`src/rtl/deserializer.sv`:
```
// Serial-to-parallel receiver: rebuilds an MSB-first bit stream into a parallel word.
// Each burst produces one single-cycle strobe. The burst length is reported in the
// serializer's encoding, where 0 stands for a full word. Bursts shorter than MIN_LEN
// are dropped.
module deserializer #(
  parameter int DATA_BUS_WIDTH = 16,
  parameter int DATA_MOD_WIDTH = 4,
  parameter int MIN_LEN        = 3
) (
  input  logic                      clk_i,
  input  logic                      srst_i,
  input  logic                      ser_data_i,
  input  logic                      ser_data_val_i,
  output logic [DATA_BUS_WIDTH-1:0] deser_data_o,
  output logic [DATA_MOD_WIDTH-1:0] deser_data_mod_o,
  output logic                      deser_data_val_o,
  output logic                      busy_o
);

  // Counter is one bit wider than the length field so it can reach DATA_BUS_WIDTH.
  localparam int                      CW       = DATA_MOD_WIDTH + 1;
  localparam logic [CW-1:0]           FULL_M1  = CW'(DATA_BUS_WIDTH - 1);
  localparam logic [CW-1:0]           MIN_CNT  = CW'(MIN_LEN);
  localparam logic [DATA_MOD_WIDTH-1:0] TOP_IDX = DATA_MOD_WIDTH'(DATA_BUS_WIDTH - 1);

  typedef enum logic {IDLE_S, RECV_S} state_t;

  state_t                      state_q, state_d;
  logic [CW-1:0]               cnt_q, cnt_d;
  logic [DATA_BUS_WIDTH-1:0]   shift_q, shift_d;
  logic [DATA_BUS_WIDTH-1:0]   data_q, data_d;
  logic [DATA_MOD_WIDTH-1:0]   mod_q, mod_d;
  logic                        val_q, val_d;

  logic [DATA_MOD_WIDTH-1:0]   bit_idx;
  logic [DATA_BUS_WIDTH-1:0]   shift_with_bit;
  logic                        word_done;

  // State register.
  always_ff @(posedge clk_i) begin
    if (srst_i) state_q <= IDLE_S;
    else        state_q <= state_d;
  end

  // Datapath registers; outputs are cleared by reset along with the partial word.
  always_ff @(posedge clk_i) begin
    if (srst_i) begin
      cnt_q   <= '0;
      shift_q <= '0;
      data_q  <= '0;
      mod_q   <= '0;
      val_q   <= 1'b0;
    end else begin
      cnt_q   <= cnt_d;
      shift_q <= shift_d;
      data_q  <= data_d;
      mod_q   <= mod_d;
      val_q   <= val_d;
    end
  end

  // Next-state: a valid bit opens a burst, a missing valid closes it.
  always_comb begin
    state_d = state_q;
    case (state_q)
      IDLE_S:  if (ser_data_val_i)  state_d = RECV_S;
      RECV_S:  if (!ser_data_val_i) state_d = IDLE_S;
      default: state_d = IDLE_S;
    endcase
  end

  // Bit placement, word completion and end-of-burst delivery.
  always_comb begin
    // cnt_q is 0 in IDLE_S, so the first bit naturally lands at the MSB.
    bit_idx                 = TOP_IDX - cnt_q[DATA_MOD_WIDTH-1:0];
    shift_with_bit          = shift_q;
    shift_with_bit[bit_idx] = ser_data_i;
    word_done               = ser_data_val_i && (cnt_q == FULL_M1);

    cnt_d   = cnt_q;
    shift_d = shift_q;
    data_d  = data_q;
    mod_d   = mod_q;
    val_d   = 1'b0;

    if (ser_data_val_i) begin
      shift_d = shift_with_bit;
      cnt_d   = cnt_q + 1'b1;
      if (word_done) begin
        // Full word: deliver it and restart at the MSB with no gap.
        data_d  = shift_with_bit;
        mod_d   = '0;
        val_d   = 1'b1;
        cnt_d   = '0;
        shift_d = '0;
      end
    end else begin
      if ((state_q == RECV_S) && (cnt_q != '0) && (cnt_q >= MIN_CNT)) begin
        data_d = shift_q;
        mod_d  = cnt_q[DATA_MOD_WIDTH-1:0];
        val_d  = 1'b1;
      end
      cnt_d   = '0;
      shift_d = '0;
    end
  end

  // Output decode.
  always_comb begin
    deser_data_o     = data_q;
    deser_data_mod_o = mod_q;
    deser_data_val_o = val_q;
    busy_o           = (state_q == RECV_S) && (cnt_q != '0);
  end

endmodule

```
`config.mk`:
```
export PLATFORM = sky130hd
export DESIGN_NAME = deserializer
export DESIGN_NICKNAME = d
export VERILOG_FILES = /design/src/rtl/deserializer.sv
export SDC_FILE = /design/constraint.sdc
export NUM_CORES = 1
export LEC_CHECK = 0
export BUFFER_PORTS_ARGS = -buffer_cell sky130_fd_sc_hd__buf_2
export CELL_PAD_IN_SITES_DETAIL_PLACEMENT = 1
export CELL_PAD_IN_SITES_GLOBAL_PLACEMENT = 2
export CORE_UTILIZATION = 27
export CTS_CLUSTER_DIAMETER = 40
export CTS_CLUSTER_SIZE = 20
export DETAILED_ROUTE_END_ITERATION = 10
export HOLD_SLACK_MARGIN = 0.05
export PLACE_DENSITY = 0.64
export SLEW_MARGIN = 15
export SYNTH_ARGS = -nofsm -noshare
export SYNTH_HDL_FRONTEND = slang
export SYNTH_SLANG_ARGS = --single-unit
```
`constraint.sdc`:
```
create_clock -name clk_i -period 1.6 [get_ports clk_i]
set_input_delay 0.08 -clock clk_i [delete_from_list [all_inputs] [get_ports clk_i]]
set_output_delay 0.08 -clock clk_i [all_outputs]
set_load 0.005 [all_outputs]
```
## Yosys cells after proc, flatten, opt, wreduce, memory -nomap -nowiden

Index checks and enable logic that the tools add are counted.

- Bits in registers: 43
- Latch bits: 0
- Bits in writable memories: 0
- Memory bits (read-only): 0
- Output and inout port bits: 22
- Memories kept: 0

- $add $sub $neg: 2
- Multipliers: 0
- Div/mod/pow operators: 0
- $lt $le $gt $ge: 3
- Eq/ne operators: 2
- Shifts and indexed selects: 0
- Multiplexer cells: 13
- Bitwise logic cells: 1
- Reduce and logical (&&, ||, !) cells: 8

Operators by type and width:

| cell | count |
|---|---|
| $mux W16 | 3 |
| $bwmux W16 | 1 |
| $mux W4 | 3 |
| $add A5 B1 Y5 const B | 1 |
| $eq A5 B4 Y1 const B | 1 |
| $ge A5 B2 Y1 const B | 1 |
| $lt A4 B5 Y1 const B | 1 |
| $mux W1 | 5 |
| $reduce_bool A5 Y1 | 1 |
| $demux W1 S4 | 1 |
| $ge A4 B1 Y1 const B | 1 |
| $logic_and A1 B1 Y1 | 4 |
| $sub A4 B4 Y4 const A | 1 |
| $reduce_or A3 Y1 | 1 |
| $ne A2 B1 Y1 const B | 1 |
| $reduce_and A2 Y1 | 1 |
| $reduce_bool A2 Y1 | 1 |
| $not A1 Y1 | 1 |

## Longest topological paths before layout

- Depth in word-level cells: 8
- Mapped depth: 9
- Mapped depth without buffers: 7

## Worst setup path before layout

No wires, ideal clock.

- Path type: register -> register
- From: register cnt_q[3]
- To: register data_q[11], in the netlist deser_data_o[11]
- Arrival time: 1.713 ns
- Slack: -0.193 ns
- Cell stages (with the launch flop): 10
- Path buffers: 3
- Period minus slack after synthesis: 1.793 ns
- Cells stage by stage: dfxtp_1 -> buf_2 -> clkbuf_1 -> and3_1 -> ha_1 -> nand2_1 -> o221ai_4 -> buf_6 -> nor2_2 -> a211oi_2

- Word-level cells in the longest chain between the ends: 8

Ends and longest elaborated chain:

| item | RTL line | source |
|---|---|---|
| start: declaration | 29 | `logic [CW-1:0] cnt_q, cnt_d;` |
| start signal: assignment | 54 | `cnt_q <= cnt_d;` |
| $sub A4 B4 Y4 | 75 | `bit_idx = TOP_IDX - cnt_q[DATA_MOD_WIDTH-1:0];` |
| $lt A4 B5 Y1 (implied by the code) or $ge A4 B1 Y1 (tied branches) | 77 | `shift_with_bit[bit_idx] = ser_data_i;` |
| $logic_and A1 B1 Y1 (implied by the code) | 77 |  |
| $mux W1 (implied by the code) | 77 |  |
| $demux W1 S4 | 77 |  |
| $bwmux W16 | 77 |  |
| $mux W16 | 89 | `if (word_done) begin` |
| $mux W16 | 86 | `if (ser_data_val_i) begin` |
| end signal: assignment | 56 | `data_q <= data_d;` |
| end: declaration | 31 | `logic [DATA_BUS_WIDTH-1:0] data_q, data_d;` |

Several ways; a longest one is shown, not always the timed one. The select of a mux whose other input is x is not followed.
A chain may end at the register's enable or synchronous reset.

## Worst setup path after layout

- From: register cnt_q[0]
- To: register data_q[10], in the netlist deser_data_o[10]

- Word-level cells in the longest chain between the ends: 8

Ends and longest elaborated chain:

| item | RTL line | source |
|---|---|---|
| $sub A4 B4 Y4 (*) | 75 |  |
| named net bit_idx[0] | 35 | `logic [DATA_MOD_WIDTH-1:0] bit_idx;` |
| $lt A4 B5 Y1 (implied by the code) or $ge A4 B1 Y1 (tied branches) | 77 |  |
| $logic_and A1 B1 Y1 (implied by the code) | 77 |  |
| $mux W1 (implied by the code) | 77 |  |
| $demux W1 S4 (*) | 77 |  |
| $bwmux W16 (*) | 77 |  |
| $mux W16 (*) | 89 |  |
| $mux W16 (*) | 86 |  |

Mark *: on every way through the listed nets, which the timed path passes. The rest lies on a longest branch. The select of a mux whose other input is x is not followed.

==> qor.yml <==
crit_required_ns: 1.83
setup_viol: 20
antenna_found_initial: 0
yosysWarnings: 0
io_pins: 26
cts-buffers-inserted: 5
cp.arrival_ns: 1.93
fin_crit_sh: 1.07
root_buffer: "clkbuf_8"
hold_path_depth: 3
clk_latency_ns: 0.30
port_buffers: 25
grt_pass1_vias: 1738
hold_path.class: "input pin to flip-flop"
clk_pin_slew_ns: 0.08
drcViolationCount: 0
layout.nets: 286
slew_violations: 0
synth_fp_nets: 236
clock_path_buffers: 2
cts_tree: "built"
dp_hpwl_microns: 3680
netlist_area_sq_um: 2100
syn-mean-instance-area_sq_um: 9.24
die_w_microns: 90.1
area_growth_pct: 32.3
min_to: "shift_q[4]"
startpoint_type: "flip-flop"
core_region_area_sq_um: 7370
rrSetupSlack_ns: -0.10
rsz0062_at_grt: "yes"
routed_wl_microns: 5240
max_cap_viol_count: 0
rr_startpoint: "cnt_q[0]"
synth_seq_cells: 43
rows: 31
yosys_most_used_dff: "dfxtp_1"
ys_seq_area_frac: 0.411
synth-edff-count: 0
vdd_drop_max_mv: 0.386
finalHoldViolations: 0
cts.htree.levels: 2
hp-start: "ser_data_i"
die_h_microns: 90.1
drive_gt1_frac: 0.388
overflow: 0
finalWeightedCongestion: 0.687
worst_slack_ns: -0.105
final_area_sq_um: 2780
worstMarginPinSlew_ns: 0.378
drtIter0Drc: 30
drt_pass1_iterations: 2
r2r_cells: 7
grt_max_degree: 27
seq_area_sq_um: 866
die_area_sq_um: 8120
grt_pass1_wl_microns: 8720
vias: 1752
finish.utilization: 0.377
critPathCaptureType: "flip-flop"
start_util: 0.285
critical_path_class: "flip-flop to flip-flop"
place_area_sq_um: 2560
power.leakage_nw: 1.12
clock.fmax_ghz: 0.587
antennaDiodeCount: 0
multiInputGateArea_sq_um: 1180
fill_cells: 857
syn_inst: 227
grt_use_total: 0.137
final_common_cell: "dfxtp_1"
fin_setup_tns_ns: -1.42
drtAntennaViolNets: 0
viasPerCell: 4.65
p_per_area_nw_per_um2: 790
rr_endpoint: "deser_data_o[10]"
min_period_ns: 1.70
synth_cell_types: 32
cp_max_fo: 26
violations: "setup timing"
final_cell_mix: "41 x dfxtp_1, 34 x buf_4, 26 x mux2i_1, 25 x nor2_1, 25 x buf_2"
post_drt_wl_per_cell_microns: 13.9
synth-async-reset-ratio: 0
clkSinkCount: 43
slew_headroom: 0.745
finClkSkew_ns: 0.00315
status: "complete, but fails checks"
[layout make-up]
class,count,area share
multi-input combinational,160,0.427
sequential,43,0.312
timing repair buffer,63,0.165
tap,99,0.0446
clock buffer,7,0.0352
clock inverter,1,0.0108
inverter,4,0.00541
[state kept, by name, summed over array words and instances (netlist names)]
| register | count |
|---|---|
| shift_q | 16 |
| state_q | 1 |
| deser_data_o | 16 |
| cnt_q | 5 |
| deser_data_mod_o | 4 |
| deser_data_val_o | 1 |
[worst max-delay path, cell delays in order, from the launching register on]
cell      delay, ns
dfxtp_4        0.36
inv_2          0.05
ha_4           0.15
or3b_4         0.41
o221ai_4       0.18
buf_12         0.21
nor2_1         0.07
a211oi_2       0.18
[synthesized netlist by cell type (all sizes together), types with 4 or more instances]
cell,count,share of area
nor2,34,0.066
ha,5,0.030
mux2i,26,0.12
dfxtp,43,0.41
nand4b,4,0.017
clkbuf,12,0.021
a211oi,16,0.091
nand4,4,0.012
buf,8,0.026
nand2,19,0.034
nand3,18,0.043
a21oi,12,0.029
inv,4,0.0072
[where the power goes]
part           switching (W)  leakage (nW)  internal, W  total (W)
Clock               0.000394        0.0636     0.000561   0.000955
Combinational      0.0000898         0.708    0.0000668   0.000157
Sequential        0.00000509         0.348      0.00108    0.00108
[logic make-up after synthesis]
group           after synthesis  share of synthesized area
fa+ha+maj                     5                     0.0298
buf+inv                      24                     0.0549
mux                          26                      0.124
flops                        43                      0.411
simple gates                 95                      0.230
compound gates               32                      0.143
xor+xnor                      2                    0.00835
[worst max-delay path by stage]
| stage | depth (start not counted) | slack [ns] | to | startpoint |
|---|---|---|---|---|
| 6_report | 7 | -0.10 | deser_data_o[10] | cnt_q[0] |
| 5_1_grt | 7 | -0.19 | deser_data_o[0] | cnt_q[1] |
| 4_1_cts | 7 | -0.12 | deser_data_o[0] | cnt_q[1] |
| 3_5_place_dp | 7 | -0.11 | deser_data_o[0] | cnt_q[0] |
| 3_3_place_gp | 7 | -0.07 | deser_data_o[15] | cnt_q[0] |
| 2_1_floorplan | 7 | -0.04 | deser_data_o[11] | cnt_q[1] |
[timing repair]
item / in CTS / in global routing
buffers inserted: 1 / 0
resized for setup: 5 / 6
hold buffers: 1 / 0
hold endpoints to repair: 1 / 0
endpoints found under the setup margin: 24 / 32
pin swaps: 1 / 1
cloned: 1 / 0
[per-layer routing]
layer  wire [microns]  global-route usage  up-vias
li1                 -                   -      885
met2             2590               0.235       18
met1             2440               0.166      844
met4               80              0.0524        0
met5                0                   0        -
met3              128              0.0296        5
[metrics by stage]
| step | power [W] | instances | hold slack [ns] | setup WS, ns |
|---|---|---|---|---|
| after global placement | 0.00125 | 366 | 0.281 | -0.0732 |
| after floorplan | 0.00118 | 227 | 0.153 | -0.0415 |
| final | 0.00219 | 377 | 0.228 | -0.105 |
| after CTS | 0.00223 | 377 | 0.221 | -0.116 |
| after detailed placement | 0.00125 | 366 | 0.285 | -0.113 |
| after global routing | 0.00228 | 377 | 0.273 | -0.193 |
(Power assumes the default switching activity.)
